===== config.mk =====
export PLATFORM = sky130hd
export DESIGN_NAME = mem_access_sched
export DESIGN_NICKNAME = d
export VERILOG_FILES = /design/src/rtl/mem_access_sched.sv
export SDC_FILE = /design/constraint.sdc
export NUM_CORES = 1
export LEC_CHECK = 0
export CAP_MARGIN = 20
export CELL_PAD_IN_SITES_DETAIL_PLACEMENT = 0
export CELL_PAD_IN_SITES_GLOBAL_PLACEMENT = 1
export CORE_MARGIN = 10
export CORE_UTILIZATION = 40
export CTS_BUF_LIST = sky130_fd_sc_hd__clkbuf_4 sky130_fd_sc_hd__clkbuf_8 sky130_fd_sc_hd__clkbuf_16
export DETAILED_ROUTE_END_ITERATION = 16
export HOLD_SLACK_MARGIN = 0.02
export PLACE_DENSITY_LB_ADDON = 0.1
export SYNTH_ARGS = -nofsm -noshare
export SYNTH_HDL_FRONTEND = slang
export SYNTH_SLANG_ARGS = --single-unit

===== constraint.sdc =====
create_clock -name clk -period 2.7 [get_ports clk]
set_input_delay 0.27 -clock clk [delete_from_list [all_inputs] [get_ports clk]]
set_output_delay 0.27 -clock clk [all_outputs]
set_load 0.02 [all_outputs]

===== src/rtl/mem_access_sched.sv =====
// rtl/mem_access_sched.sv - single-port memory access scheduler for fetch, load/store and TRAP vector reads
module mem_access_sched #(
  parameter int TIMEOUT_CYCLES = 16,
  parameter int CNT_W          = 5
) (
  input  logic       clk,
  input  logic       rst,
  input  logic       req_fetch,
  input  logic       req_data,
  input  logic       req_trap,
  input  logic       data_we,
  input  logic       mem_ready,
  output logic [2:0] grant,
  output logic [2:0] done,
  output logic       marmux_sel,
  output logic       ld_mar,
  output logic       mem_en,
  output logic       mem_we,
  output logic       ld_mdr,
  output logic       busy,
  output logic       timeout_err
);

  typedef enum logic [1:0] {
    S_IDLE   = 2'd0,
    S_ADDR   = 2'd1,
    S_ACCESS = 2'd2,
    S_DONE   = 2'd3
  } state_t;

  // Last ACCESS cycle index before the access is abandoned.
  localparam logic [CNT_W-1:0] CNT_LAST = CNT_W'(TIMEOUT_CYCLES - 1);

  localparam logic [2:0] OWN_FETCH = 3'b001;
  localparam logic [2:0] OWN_DATA  = 3'b010;
  localparam logic [2:0] OWN_TRAP  = 3'b100;

  state_t           state_q, state_d;
  logic [2:0]       owner_q, owner_d;
  logic             we_q, we_d;
  logic [CNT_W-1:0] cnt_q, cnt_d;
  logic             abort_q, abort_d;

  logic [2:0]       grant_q, grant_d;
  logic [2:0]       done_q, done_d;
  logic             marmux_sel_q, marmux_sel_d;
  logic             ld_mar_q, ld_mar_d;
  logic             mem_en_q, mem_en_d;
  logic             mem_we_q, mem_we_d;
  logic             busy_q, busy_d;
  logic             timeout_err_q, timeout_err_d;

  // Next-state, owner latch, wait counter and abort flag.
  always_comb begin
    state_d = state_q;
    owner_d = owner_q;
    we_d    = we_q;
    cnt_d   = cnt_q;
    abort_d = abort_q;
    case (state_q)
      S_IDLE: begin
        cnt_d   = '0;
        abort_d = 1'b0;
        if (req_trap) begin
          owner_d = OWN_TRAP;
          we_d    = 1'b0;
          state_d = S_ADDR;
        end else if (req_data) begin
          owner_d = OWN_DATA;
          we_d    = data_we;
          state_d = S_ADDR;
        end else if (req_fetch) begin
          owner_d = OWN_FETCH;
          we_d    = 1'b0;
          state_d = S_ADDR;
        end else begin
          owner_d = '0;
          we_d    = 1'b0;
        end
      end
      S_ADDR: begin
        cnt_d   = '0;
        state_d = S_ACCESS;
      end
      S_ACCESS: begin
        if (mem_ready) begin
          state_d = S_DONE;
        end else if (cnt_q == CNT_LAST) begin
          abort_d = 1'b1;
          state_d = S_DONE;
        end else begin
          cnt_d = cnt_q + CNT_W'(1);
        end
      end
      S_DONE: begin
        cnt_d   = '0;
        abort_d = 1'b0;
        owner_d = '0;
        we_d    = 1'b0;
        state_d = S_IDLE;
      end
      default: begin
        state_d = S_IDLE;
        owner_d = '0;
        we_d    = 1'b0;
        cnt_d   = '0;
        abort_d = 1'b0;
      end
    endcase
  end

  // Outputs are decoded from the next state so they appear registered in the state they describe.
  always_comb begin
    grant_d       = (state_d != S_IDLE) ? owner_d : 3'b000;
    done_d        = (state_d == S_DONE) ? owner_d : 3'b000;
    marmux_sel_d  = !((state_d != S_IDLE) && owner_d[2]);
    ld_mar_d      = (state_d == S_ADDR);
    mem_en_d      = (state_d == S_ACCESS);
    mem_we_d      = (state_d == S_ACCESS) && we_d;
    busy_d        = (state_d != S_IDLE);
    timeout_err_d = (state_d == S_DONE) && abort_d;
  end

  // All scheduler state and registered outputs, synchronous reset.
  always_ff @(posedge clk) begin
    if (rst) begin
      state_q       <= S_IDLE;
      owner_q       <= '0;
      we_q          <= 1'b0;
      cnt_q         <= '0;
      abort_q       <= 1'b0;
      grant_q       <= 3'b000;
      done_q        <= 3'b000;
      marmux_sel_q  <= 1'b1;
      ld_mar_q      <= 1'b0;
      mem_en_q      <= 1'b0;
      mem_we_q      <= 1'b0;
      busy_q        <= 1'b0;
      timeout_err_q <= 1'b0;
    end else begin
      state_q       <= state_d;
      owner_q       <= owner_d;
      we_q          <= we_d;
      cnt_q         <= cnt_d;
      abort_q       <= abort_d;
      grant_q       <= grant_d;
      done_q        <= done_d;
      marmux_sel_q  <= marmux_sel_d;
      ld_mar_q      <= ld_mar_d;
      mem_en_q      <= mem_en_d;
      mem_we_q      <= mem_we_d;
      busy_q        <= busy_d;
      timeout_err_q <= timeout_err_d;
    end
  end

  assign grant       = grant_q;
  assign done        = done_q;
  assign marmux_sel  = marmux_sel_q;
  assign ld_mar      = ld_mar_q;
  assign mem_en      = mem_en_q;
  assign mem_we      = mem_we_q;
  assign busy        = busy_q;
  assign timeout_err = timeout_err_q;
  // MDR captures read data in the same cycle memory signals ready; never on writes.
  assign ld_mdr      = (state_q == S_ACCESS) && mem_ready && !we_q;

endmodule


==> results.rst, run 1 <==
.. list-table::
   :header-rows: 1

   * - Metric
     - Value
   * - Top cell type by total area after synthesis
     - sky130_fd_sc_hd__dfxtp_1
   * - Number of top-level pins
     - 20
   * - Port-buffer cells
     - 19
   * - Final period util
     - 0.777
   * - Max Buffers Root-to-Sink
     - 2
   * - Number of post-CTS setup repair buffers
     - 0
   * - Startpoint of the most critical hold path
     - abort_q
   * - Max H-tree Level
     - 1
   * - Final hold viol count
     - 0
   * - Cell Pwr Density
     - between 500 and 600 nW/µm²
   * - Placed cells
     - 140
   * - Post-DR vias/cell
     - 5.03
   * - Number of search-and-repair iterations in the first detailed-routing pass
     - 4
   * - Gpl congestion
     - between 0.7 and 0.8
   * - Worst R2R Path Depth
     - 6
   * - Slew @ Worst Pin
     - 0.497 ns
   * - Worst Clk Skew
     - slightly above 0.003 ns
   * - Die Span Y
     - 69.0 µm
   * - Yosys warning total
     - 0
   * - Critical path capture point type
     - primary output
   * - Ranking of synthesized cells by instance count
     - 24 x sky130_fd_sc_hd__dfxtp_1, 12 x sky130_fd_sc_hd__nor2_1, 5 x sky130_fd_sc_hd__a21oi_1, 5 x sky130_fd_sc_hd__ha_1, 5 x sky130_fd_sc_hd__inv_1
   * - Dominant cell by count in the synthesized netlist
     - sky130_fd_sc_hd__dfxtp_1
   * - Clock tree root buffer cell
     - sky130_fd_sc_hd__clkbuf_4
   * - Leakage power
     - 0.449 nW
   * - Routed WL per cell
     - 13.1 µm
   * - Share of the synthesized area in the top cell type
     - 0.499
   * - Worst reg2reg startpoint
     - cnt_q[0]
   * - Count of instances resized after the clock tree is built
     - 0
   * - Unrepaired setup endpoints after global routing
     - no
   * - Clock tree from TritonCTS
     - built
   * - Fin cells
     - roughly 140
   * - Cell depth of the worst min-delay path
     - 2
   * - Critical path class
     - flop to primary output
   * - Die ar.
     - between 4000 and 5000 µm²
   * - Portion of the post-synthesis area used by sequential elements
     - 0.499
   * - Total wire length
     - 1.88 mm
   * - Utilization of the core after routing
     - 0.537
   * - Total of hold buffers inserted after clock tree synthesis
     - 0
   * - Initial antenna violation count
     - 0
   * - Synthesized instance count
     - 96
   * - Worst setup SP type
     - flop
   * - Maximum clock frequency
     - 477 MHz
   * - Worst-case hold path end point
     - abort_q
   * - Post-Syn Area
     - between 900 and 1000 µm²
   * - Path type of the worst min-delay path
     - flop to flop
   * - Remaining antenna violation count
     - 0
   * - Worst slew slack as a fraction of its limit
     - 0.668
   * - Final worst-path setup slack
     - 0.602 ns
   * - HPWL after DPL
     - about 1.4 mm
   * - Worst r2r dst
     - grant[0]
   * - Total of flip-flops plus latches after synthesis
     - 24
   * - Required arrival time at the worst endpoint
     - 2.43 ns
   * - Worst skew pair latency
     - about 0.31 ns
   * - Cts bufs inserted
     - 3
   * - Worst IR drop on VDD
     - 344 µV
   * - Worst EP arrival
     - 1.83 ns
   * - Pre-CTS WS
     - 0.737 ns
   * - Worst Hold Slack
     - about 0.48 ns
   * - Top post-synthesis cells by area
     - sky130_fd_sc_hd__dfxtp_1 50%, sky130_fd_sc_hd__ha_1 6.5%, sky130_fd_sc_hd__nor2_1 4.7%
   * - Antenna Cells
     - 0
   * - Wire length of the first global-routing pass
     - 3.29 mm
   * - Setup TNS
     - 0 ns
   * - Core footprint
     - 2250 µm²
   * - Flop2flop setup slack
     - 0.90 ns
   * - Maximum number of pins on one net before global-route repair
     - 14
   * - Number of synthesized flops with an enable pin
     - 0
   * - Slew Viols, Final
     - 0
   * - Average instance area after synthesis
     - 10.0 µm²
   * - DRC Markers
     - 0
   * - Tot GR Track Use
     - 0.0795
   * - Aggregate global routing overflow
     - 0
   * - Outcome
     - finished, final reports clean
   * - Net count, final
     - 129
   * - Crit-path max FO
     - 4
   * - Proportion of layout cells with a drive suffix above 1
     - 0.121
   * - Number of endpoints failing setup at the final stage
     - 0
   * - Number of fill cells
     - around 230
   * - Initial standard-cell utilization of the core
     - 0.427
   * - Die Width
     - between 60 and 70 µm
   * - Number of global-route vias before repair
     - 746
   * - Detailed-route via count
     - 724
   * - Cell Rows
     - 17
   * - Number of library cell types mapped by synthesis
     - 37
   * - Number of sinks driven by the clock tree
     - 24
   * - Net count of the mapped netlist
     - 108
   * - Number of max-cap violations
     - 0
   * - Area delta synth->final
     - 25.7%
   * - Async set-or-reset flop fraction in the synthesized netlist
     - 0
   * - Clock-pin slew on the worst setup and hold paths
     - 0.13 ns
   * - Min Tclk post-route
     - 2.10 ns
   * - Most used DFF post-synth
     - sky130_fd_sc_hd__dfxtp_1
   * - DRT iter0 DRCs
     - 31
==> registers in the layout, indices dropped and copies added (netlist names) <==
name,cells
cnt_q,5
done,3
grant,3
owner_q,3
state_q,2
abort_q,1
busy,1
ld_mar,1
marmux_sel,1
mem_en,1
mem_we,1
timeout_err,1
we_q,1
==> worst max-delay path by stage <==
stage / from / end / slack, ns / cells past startpoint
6_report: state_q[0] / ld_mdr / 0.60 / 5
2_1_floorplan: cnt_q[0] / grant[1] / 1.10 / 6
3_3_place_gp: mem_ready / ld_mdr / 0.76 / 4
5_1_grt: state_q[0] / ld_mdr / 0.49 / 5
3_5_place_dp: mem_ready / ld_mdr / 0.74 / 4
4_1_cts: state_q[0] / ld_mdr / 0.58 / 5
==> cells by family (layout without fill, tap and decap cells) <==
group                      Yosys count  in the layout  share of synthesized area
adders and majority gates            5              5                     0.0650
muxes                                1              1                     0.0104
DFF                                 24             24                      0.499
xor gates and xnor gates             2              2                     0.0182
buffers and inverters                9             29                     0.0416
AOI/OAI and AO/OA                   21             21                      0.157
and+or+nand+nor                     34             34                      0.208
==> critical path, cell delays in order (launching register included) <==
cell and delay (ns):
sky130_fd_sc_hd__dfxtp_1 0.37, sky130_fd_sc_hd__inv_1 0.09, sky130_fd_sc_hd__ha_1 0.26, sky130_fd_sc_hd__nand2_1 0.08
sky130_fd_sc_hd__nor2_1 0.09, sky130_fd_sc_hd__clkdlybuf4s50_1 0.61
==> report_power, final <==
part | leakage, nW | switching (mW) | internal (mW)
registers | 0.195 | 0.00746 | 0.371
clock network | 0.0210 | 0.105 | 0.0823
logic | 0.233 | 0.0788 | 0.0604
==> cells in the final DEF (no fill, tap or decap), types with 2 or more instances in the layout <==
master,instances
sky130_fd_sc_hd__a211oi_1,3
sky130_fd_sc_hd__a21oi_1,5
sky130_fd_sc_hd__a22oi_1,2
sky130_fd_sc_hd__clkbuf_4,3
sky130_fd_sc_hd__clkdlybuf4s50_1,19
sky130_fd_sc_hd__dfxtp_1,24
sky130_fd_sc_hd__ha_1,5
sky130_fd_sc_hd__inv_1,5
sky130_fd_sc_hd__nand2_1,3
sky130_fd_sc_hd__nor2_1,12
sky130_fd_sc_hd__nor2b_1,2
sky130_fd_sc_hd__nor3_1,4
sky130_fd_sc_hd__nor3_2,2
sky130_fd_sc_hd__o21ai_1,2
sky130_fd_sc_hd__xnor2_1,2
==> cell type report <==
type	instances	area, µm²	share of cell area
timing repair buffer	20	198	0.163
inverter	5	18.8	0.0155
tap	28	35.0	0.0290
clock buffer	4	36.3	0.0300
multi-input combinational	63	442	0.365
sequential	24	480	0.397
==> stage by stage <==
| step | area, µm² | total power, mW |
|---|---|---|
| global route | 1210 | 0.737 |
| finish | 1210 | 0.705 |
| CTS | 1210 | 0.712 |
| detailed placement | 1170 | 0.527 |
| global placement | 1170 | 0.527 |
| floorplan | 962 | 0.477 |
==> per-layer routing <==
| layer | global-route usage | part of all wire | vias up |
|---|---|---|---|
| met5 | 0 | 0 | - |
| met4 | 0.0133 | 0.0053 | 0 |
| met2 | 0.126 | 0.44 | 11 |
| li1 | - | - | 377 |
| met1 | 0.0970 | 0.52 | 334 |
| met3 | 0.0357 | 0.036 | 2 |
(Power assumes the default switching activity.)
==> inputs of run 2 (changes only) <==
- CORE_ASPECT_RATIO: not set -> 2
- CORE_UTILIZATION: 40 -> 33
- clock period: 2.7 -> 1.8 ns (I/O delays scaled with it)
==> run 2 against run 1 <==
  * Cell area rose by 6.9%
  * Via count rose by 5.7%
  * Total power rose by 65%
  * Critical path depth rose by 1
  * Clock skew barely moved
  * Clock-buffer cell count did not move
  * Sequential power rose by 49%
  * Combinational power rose by 69%
  * Sequential cell count did not move
==> results.rst, run 2 (synthesis gave the netlist of run 1 again) <==
.. list-table::
   :header-rows: 1

   * - Metric
     - Value
   * - Cell Pwr Density
     - 896 nW/µm² (+54%)
   * - Path type of the worst min-delay path
     - flop to flop
   * - Placed Area
     - 1230 µm² (+4.6%)
   * - Unrepaired setup endpoints after global routing
     - no
   * - Detailed-route via count
     - 765 (+5.7%)
   * - DRT iter0 DRCs
     - 6 (-81%)
   * - Area delta synth->final
     - 34.5%
   * - Max Buffers Root-to-Sink
     - 2 (unchanged)
   * - Slew @ Worst Pin
     - 0.369 ns (-0.128 ns)
   * - Min Tclk post-route
     - about 1.7 ns
   * - Antenna Cells
     - 0 (unchanged)
   * - HPWL after DPL
     - 1.92 mm (+33%)
   * - Initial standard-cell utilization of the core
     - 0.347 (-0.0794)
   * - Pre-CTS WS
     - 0.0631 ns (-0.674 ns)
   * - Total wire length
     - 2.36 mm (+25%)
   * - Utilization of the core after routing
     - 0.467 (-0.0696)
   * - Worst reg2reg startpoint
     - cnt_q[0]
   * - Worst IR drop on VDD
     - 601 µV (+75%)
   * - Tot GR Track Use
     - 0.0891 (+0.00958)
   * - Final hold viol count
     - 0 (unchanged)
   * - Final period util
     - 0.927
   * - Number of flip-flops in the largest register
     - 5 (unchanged)
   * - Port-buffer cells
     - 19 (unchanged)
   * - Max H-tree Level
     - 1 (unchanged)
   * - Slew Viols, Final
     - 0 (unchanged)
   * - Worst slew slack as a fraction of its limit
     - 0.751 (+0.0837)
   * - Maximum number of pins on one net before global-route repair
     - 14 (unchanged)
   * - Cell Rows
     - 27 (+10)
   * - Worst R2R Path Depth
     - 6 (unchanged)
   * - Die Width
     - 58.2 µm (-16%)
   * - Most frequent cells in the layout
     - 24 x sky130_fd_sc_hd__dfxtp_1, 18 x sky130_fd_sc_hd__clkdlybuf4s50_1, 12 x sky130_fd_sc_hd__nor2_1
   * - Critical path capture point type
     - flop
   * - Number of fill cells
     - 300 (+30%)
   * - Critical path destination
     - marmux_sel
   * - Worst setup SP type
     - flop
   * - Worst setup path startpoint
     - cnt_q[0]
   * - Number of search-and-repair iterations in the first detailed-routing pass
     - 2 (-2)
   * - Initial antenna violation count
     - 0 (unchanged)
   * - Number of max-cap violations
     - 0 (unchanged)
   * - Net count, final
     - 136 (+5.4%)
   * - Number of post-CTS setup repair buffers
     - 0 (unchanged)
   * - Number of top-level pins
     - 20 (unchanged)
   * - Outcome
     - finished, final reports clean
   * - Aggregate global routing overflow
     - 0 (unchanged)
   * - Die Span Y
     - 96.4 µm (+40%)
   * - Post-route total power
     - 1.16 mW (+65%)
   * - Required arrival time at the worst endpoint
     - 1.99 ns (-0.44 ns)
   * - Number of global-route vias before repair
     - 812 (+8.8%)
   * - Final design instance area without fill
     - 1290 µm² (+6.9%)
   * - Setup TNS
     - 0 ns (unchanged)
   * - Worst EP arrival
     - 1.86 ns (+0.03 ns)
   * - Gpl congestion
     - 0.761 (+3.7%)
   * - Routed WL per cell
     - 15.5 µm (+19%)
   * - Remaining antenna violation count
     - 0 (unchanged)
   * - Flop2flop setup slack
     - 0.13 ns (-0.77 ns)
   * - Area of all sequential standard cells
     - 480 µm² (unchanged)
   * - Worst r2r dst
     - marmux_sel
   * - DRC Markers
     - 0 (unchanged)
   * - Total area of multi-input combinational cells
     - 454 µm² (+2.8%)
   * - Final worst-path setup slack
     - 0.132 ns (-0.470 ns)
   * - Post-DR vias/cell
     - 5.03 (+0.10%)
   * - Cts bufs inserted
     - 3 (unchanged)
   * - Maximum clock frequency
     - approximately 600 MHz
   * - Number of endpoints failing setup at the final stage
     - 0 (unchanged)
   * - Clock tree root buffer cell
     - sky130_fd_sc_hd__clkbuf_8
   * - Worst skew pair latency
     - 0.26 ns (-0.05 ns)
   * - Critical path class
     - flop to flop
   * - Core footprint
     - 2770 µm² (+23%)
   * - Most common cell after layout, fill and taps aside
     - sky130_fd_sc_hd__dfxtp_1
   * - Largest Register
     - cnt_q
   * - Proportion of layout cells with a drive suffix above 1
     - 0.179 (+0.0582)
   * - Number of sinks driven by the clock tree
     - 24 (unchanged)
   * - Clock tree from TritonCTS
     - built
   * - Crit-path max FO
     - 7 (+3)
   * - Clock-pin slew on the worst setup and hold paths
     - 0.08 ns (-0.05 ns)
   * - Leakage power
     - 0.497 nW (+11%)
   * - Wire length of the first global-routing pass
     - 3.86 mm (+17%)
   * - Worst Clk Skew
     - 0.00269 ns (-0.000368 ns)
   * - Die ar.
     - 5610 µm² (+18%)
[run 2: changes by cell type in the layout (fill, tap and decap cells not counted), sizes merged]
cell / before / now
buf: 1 / 8
dlygate4sd2: 0 / 1
clkdlybuf4s50: 19 / 18
[run 2: per-layer routing]
layer | vias up | wire [µm] | part of all wire | track usage
li1 | 389 | - | - | -
met1 | 353 | 809 | 0.34 | 0.0764
met2 | 16 | 1390 | 0.59 | 0.172
met3 | 7 | 94 | 0.040 | 0.0251
met4 | 0 | 67 | 0.028 | 0.0551
met5 | - | 0 | 0 | 0
[run 2: per-stage QoR]
step                hold WS, ns  cells
floorplan                 0.360     96
global placement          0.461    148
detailed placement        0.467    148
CTS                       0.491    152
global route              0.522    152
finish                    0.483    152
[run 2: final cells by class]
| type | instances | area share |
|---|---|---|
| flip-flops and latches | 24 | 0.371 |
| multi-input cells | 63 | 0.351 |
| repair buffers | 27 | 0.192 |
| clock buffers | 4 | 0.0426 |
| well taps | 29 | 0.0280 |
| inverters | 5 | 0.0145 |
[run 2: worst min-delay path by stage]
stage,from,to,slack [ns],depth (start not counted)
global route,abort_q,abort_q,0.52,2
detailed placement,abort_q,abort_q,0.47,2
finish,cnt_q[3],cnt_q[3],0.48,2
CTS,cnt_q[3],cnt_q[3],0.49,2
global placement,abort_q,abort_q,0.46,2
floorplan,mem_ready,cnt_q[3],0.36,2
[run 2: worst max-delay path: stages, from the launching register on]
cell                      delay, ns
sky130_fd_sc_hd__dfxtp_1       0.33
sky130_fd_sc_hd__ha_1          0.20
sky130_fd_sc_hd__and3_1        0.21
sky130_fd_sc_hd__ha_4          0.18
sky130_fd_sc_hd__nor3_1        0.28
sky130_fd_sc_hd__o21ai_1       0.21
sky130_fd_sc_hd__o21ai_1       0.19
[run 2: report_power, final]
| part | leakage [nW] | switching, mW | internal, mW | total, mW |
|---|---|---|---|---|
| Sequential | 0.195 | 0.00854 | 0.556 | 0.564 |
| Combinational | 0.273 | 0.129 | 0.106 | 0.235 |
| Clock | 0.0288 | 0.164 | 0.195 | 0.360 |
| Total | 0.497 | 0.302 | 0.857 | 1.16 |
[run 2: repair_timing]
action,CTS,global route
hold endpoints to repair,0,0
resized for setup,1,2
setup endpoints to repair,1,12
gates cloned,0,0
hold buffers,0,0
==> inputs of run 3 (changes only) <==
- CTS_CLUSTER_DIAMETER: not set -> 150
- SETUP_SLACK_MARGIN: not set -> 0.4
- SLEW_MARGIN: not set -> 25
==> run 3 against run 2 <==
  * Register-to-register slack better by 0.17 ns
  * Global-route usage is 0.77 points higher
  * Utilization is 9.5 points higher
  * Combinational power is 41% higher
  * Sequential cell count stayed put
  * Maximum frequency is 11% higher
  * Sequential share of layout area is 5.5 points lower
  * Cell count is 4.6% higher
  * Critical path depth stayed put
  * First-iteration DRC count grew to 3.5 times the previous value
  * Clock-buffer cell count stayed put
  * Sequential power hardly changed
  * Critical path type unchanged
==> results.rst, run 3 (synthesis gave the netlist of run 1 again) <==
.. list-table::
   :header-rows: 1

   * - Metric
     - Value
   * - Initial antenna violation count
     - 0 (unchanged)
   * - Unrepaired setup endpoints after global routing
     - yes
   * - Wire length of the first global-routing pass
     - 4.10 mm (+6.1%)
   * - Aggregate global routing overflow
     - 0 (unchanged)
   * - Critical path class
     - flop to flop
   * - Worst R2R Path Depth
     - 6 (unchanged)
   * - Slew Viols, Final
     - 0 (unchanged)
   * - Clock tree root buffer cell
     - sky130_fd_sc_hd__clkbuf_8
   * - Net count, final
     - 143 (+5.1%)
   * - Die Width
     - 58.2 µm (unchanged)
   * - DRT iter0 DRCs
     - 21 (+15)
   * - Most frequent cells in the layout
     - 20 x sky130_fd_sc_hd__dfxtp_1, 15 x sky130_fd_sc_hd__buf_4, 11 x sky130_fd_sc_hd__nor2_1
   * - Post-DR vias/cell
     - 5.11 (+1.6%)
   * - Cell Rows
     - 27 (unchanged)
   * - Initial standard-cell utilization of the core
     - 0.347 (unchanged)
   * - Proportion of layout cells with a drive suffix above 1
     - 0.423 (+0.244)
   * - Number of top-level pins
     - 20 (unchanged)
   * - Number of global-route vias before repair
     - 865 (+6.5%)
   * - Detailed-route via count
     - 813 (+6.3%)
   * - Family of cells with the greatest summed delay on the critical path
     - simple AND/OR/NAND/NOR gates
   * - Clock-pin slew on the worst setup and hold paths
     - 0.08 ns (about the same)
   * - Cell chain of the critical path
     - ha_4, and3_4, ha_4, nor3_4, o21ai_2, nor4_2
   * - Final hold viol count
     - 0 (unchanged)
   * - Setup TNS
     - 0 ns (unchanged)
   * - Worst slew slack as a fraction of its limit
     - 0.734 (-0.0170)
   * - Cts bufs inserted
     - 3 (unchanged)
   * - Startpoint of the most critical hold path
     - cnt_q[3]
   * - Total wire length
     - 2.60 mm (+10%)
   * - Max Buffers Root-to-Sink
     - 2 (unchanged)
   * - Number of flip-flops in the largest register
     - 5 (unchanged)
   * - Core footprint
     - 2770 µm² (unchanged)
   * - Required arrival time at the worst endpoint
     - 1.99 ns (about the same)
   * - Port-buffer cells
     - 19 (unchanged)
   * - Tot GR Track Use
     - 0.0968 (+0.00767)
   * - CP max stage cell
     - sky130_fd_sc_hd__dfxtp_4
   * - Die Span Y
     - 96.4 µm (unchanged)
   * - Crit-path max FO
     - 7 (unchanged)
   * - Antenna Cells
     - 0 (unchanged)
   * - Gpl congestion
     - 0.753 (-0.93%)
   * - Number of cells on the critical path
     - 6 (unchanged)
   * - Crit path top cell by count
     - sky130_fd_sc_hd__ha_4
   * - Worst reg2reg startpoint
     - cnt_q[0]
   * - Slew @ Worst Pin
     - 0.397 ns (+0.0282 ns)
   * - Final period util
     - 0.834 (-0.0928)
   * - Worst skew pair latency
     - 0.27 ns (about the same)
   * - Path type of the worst min-delay path
     - flop to flop
   * - Worst EP arrival
     - 1.69 ns (-0.17 ns)
   * - Number of max-cap violations
     - 0 (unchanged)
   * - Worst setup SP type
     - flop
   * - Worst setup path startpoint
     - cnt_q[0]
   * - Leakage power
     - 0.678 nW (+37%)
   * - Count of buffer and inverter cells on the critical path
     - 0 (unchanged)
   * - Maximum clock frequency
     - 666 MHz (+11%)
   * - Remaining antenna violation count
     - 0 (unchanged)
   * - Number of search-and-repair iterations in the first detailed-routing pass
     - 4 (+2)
   * - Most common cell after layout, fill and taps aside
     - sky130_fd_sc_hd__dfxtp_1
   * - Die ar.
     - 5610 µm² (unchanged)
   * - DRC Markers
     - 0 (unchanged)
   * - Number of sinks driven by the clock tree
     - 24 (unchanged)
   * - Min Tclk post-route
     - 1.50 ns (-0.167 ns)
   * - Critical Path Max Stage Delay
     - 0.36 ns (+0.03 ns)
   * - Worst Clk Skew
     - 0.00246 ns (-0.000228 ns)
   * - Maximum number of pins on one net before global-route repair
     - 15 (+1)
   * - HPWL after DPL
     - 1.91 mm (-0.37%)
   * - Utilization of the core after routing
     - 0.562 (+0.0949)
   * - Max H-tree Level
     - 1 (unchanged)
   * - Worst IR drop on VDD
     - 562 µV (-6.6%)
   * - Cell Pwr Density
     - 842 nW/µm² (-6.0%)
   * - Critical path capture point type
     - flop
   * - Outcome
     - finished, final reports clean
   * - Cell depth of the worst min-delay path
     - 2 (unchanged)
   * - Area delta synth->final
     - 61.8%
   * - Number of endpoints failing setup at the final stage
     - 0 (unchanged)
   * - Clock tree from TritonCTS
     - built
   * - Routed WL per cell
     - 16.3 µm (+5.2%)
   * - Largest Register
     - cnt_q
   * - Total of hold buffers inserted after clock tree synthesis
     - 0 (unchanged)
## run 3: report_power, final
| group | switching, mW | internal, mW | total [mW] |
|---|---|---|---|
| registers | 0.0116 | 0.555 | 0.567 |
| logic | 0.174 | 0.157 | 0.331 |
| clock network | 0.171 | 0.242 | 0.413 |
| total | 0.357 | 0.954 | 1.31 |
## run 3: area by class of cell
| class | count | area [µm²] |
|---|---|---|
| Multi-Input combinational cell | 63 | 621 |
| Sequential cell | 24 | 493 |
| Inverter | 5 | 21.3 |
| Fill cell | 261 | 1210 |
| Clock buffer | 4 | 66.3 |
| Timing Repair Buffer | 34 | 319 |
| Tap cell | 29 | 36.3 |
## run 3: path summary, 6_finish.rpt
kind,end,slack [ns]
worst max-delay path,mem_we,0.30
worst min-delay path,cnt_q[3],0.49
worst max register to register,mem_we,0.30
worst min register to register,cnt_q[3],0.49
## run 3: worst min-delay path: stages, from the launching register on
cell and delay (ns):
sky130_fd_sc_hd__dfxtp_1 0.33, sky130_fd_sc_hd__o31ai_1 0.07, sky130_fd_sc_hd__a21oi_1 0.06
## run 3: timing repair
action	4_1_cts	5_1_grt
gates resized for setup	8	31
buffers inserted	4	5
cloned	0	1
pin swaps	6	6
endpoints found under the setup margin	22	28
endpoints found under the hold margin	0	0
## run 3: layer usage
layer / share of wire / wire [µm] / global-route usage
met3: 0.049 / 126 / 0.0317
met5: 0 / 0 / 0
met2: 0.57 / 1480 / 0.183
met4: 0.023 / 59 / 0.0591
met1: 0.36 / 929 / 0.0841
## run 3: stage by stage
| step | worst slack, ns | hold WS [ns] | instances | total power, mW | cell area [µm²] |
|---|---|---|---|---|---|
| after floorplan | 0.349 | 0.359 | 96 | 0.746 | 1060 |
| after global placement | 0.108 | 0.456 | 145 | 0.838 | 1290 |
| after detailed placement | 0.0442 | 0.471 | 145 | 0.842 | 1290 |
| after CTS | 0.283 | 0.491 | 153 | 1.27 | 1390 |
| after global routing | 0.237 | 0.533 | 159 | 1.38 | 1560 |
| final | 0.299 | 0.492 | 159 | 1.31 | 1560 |
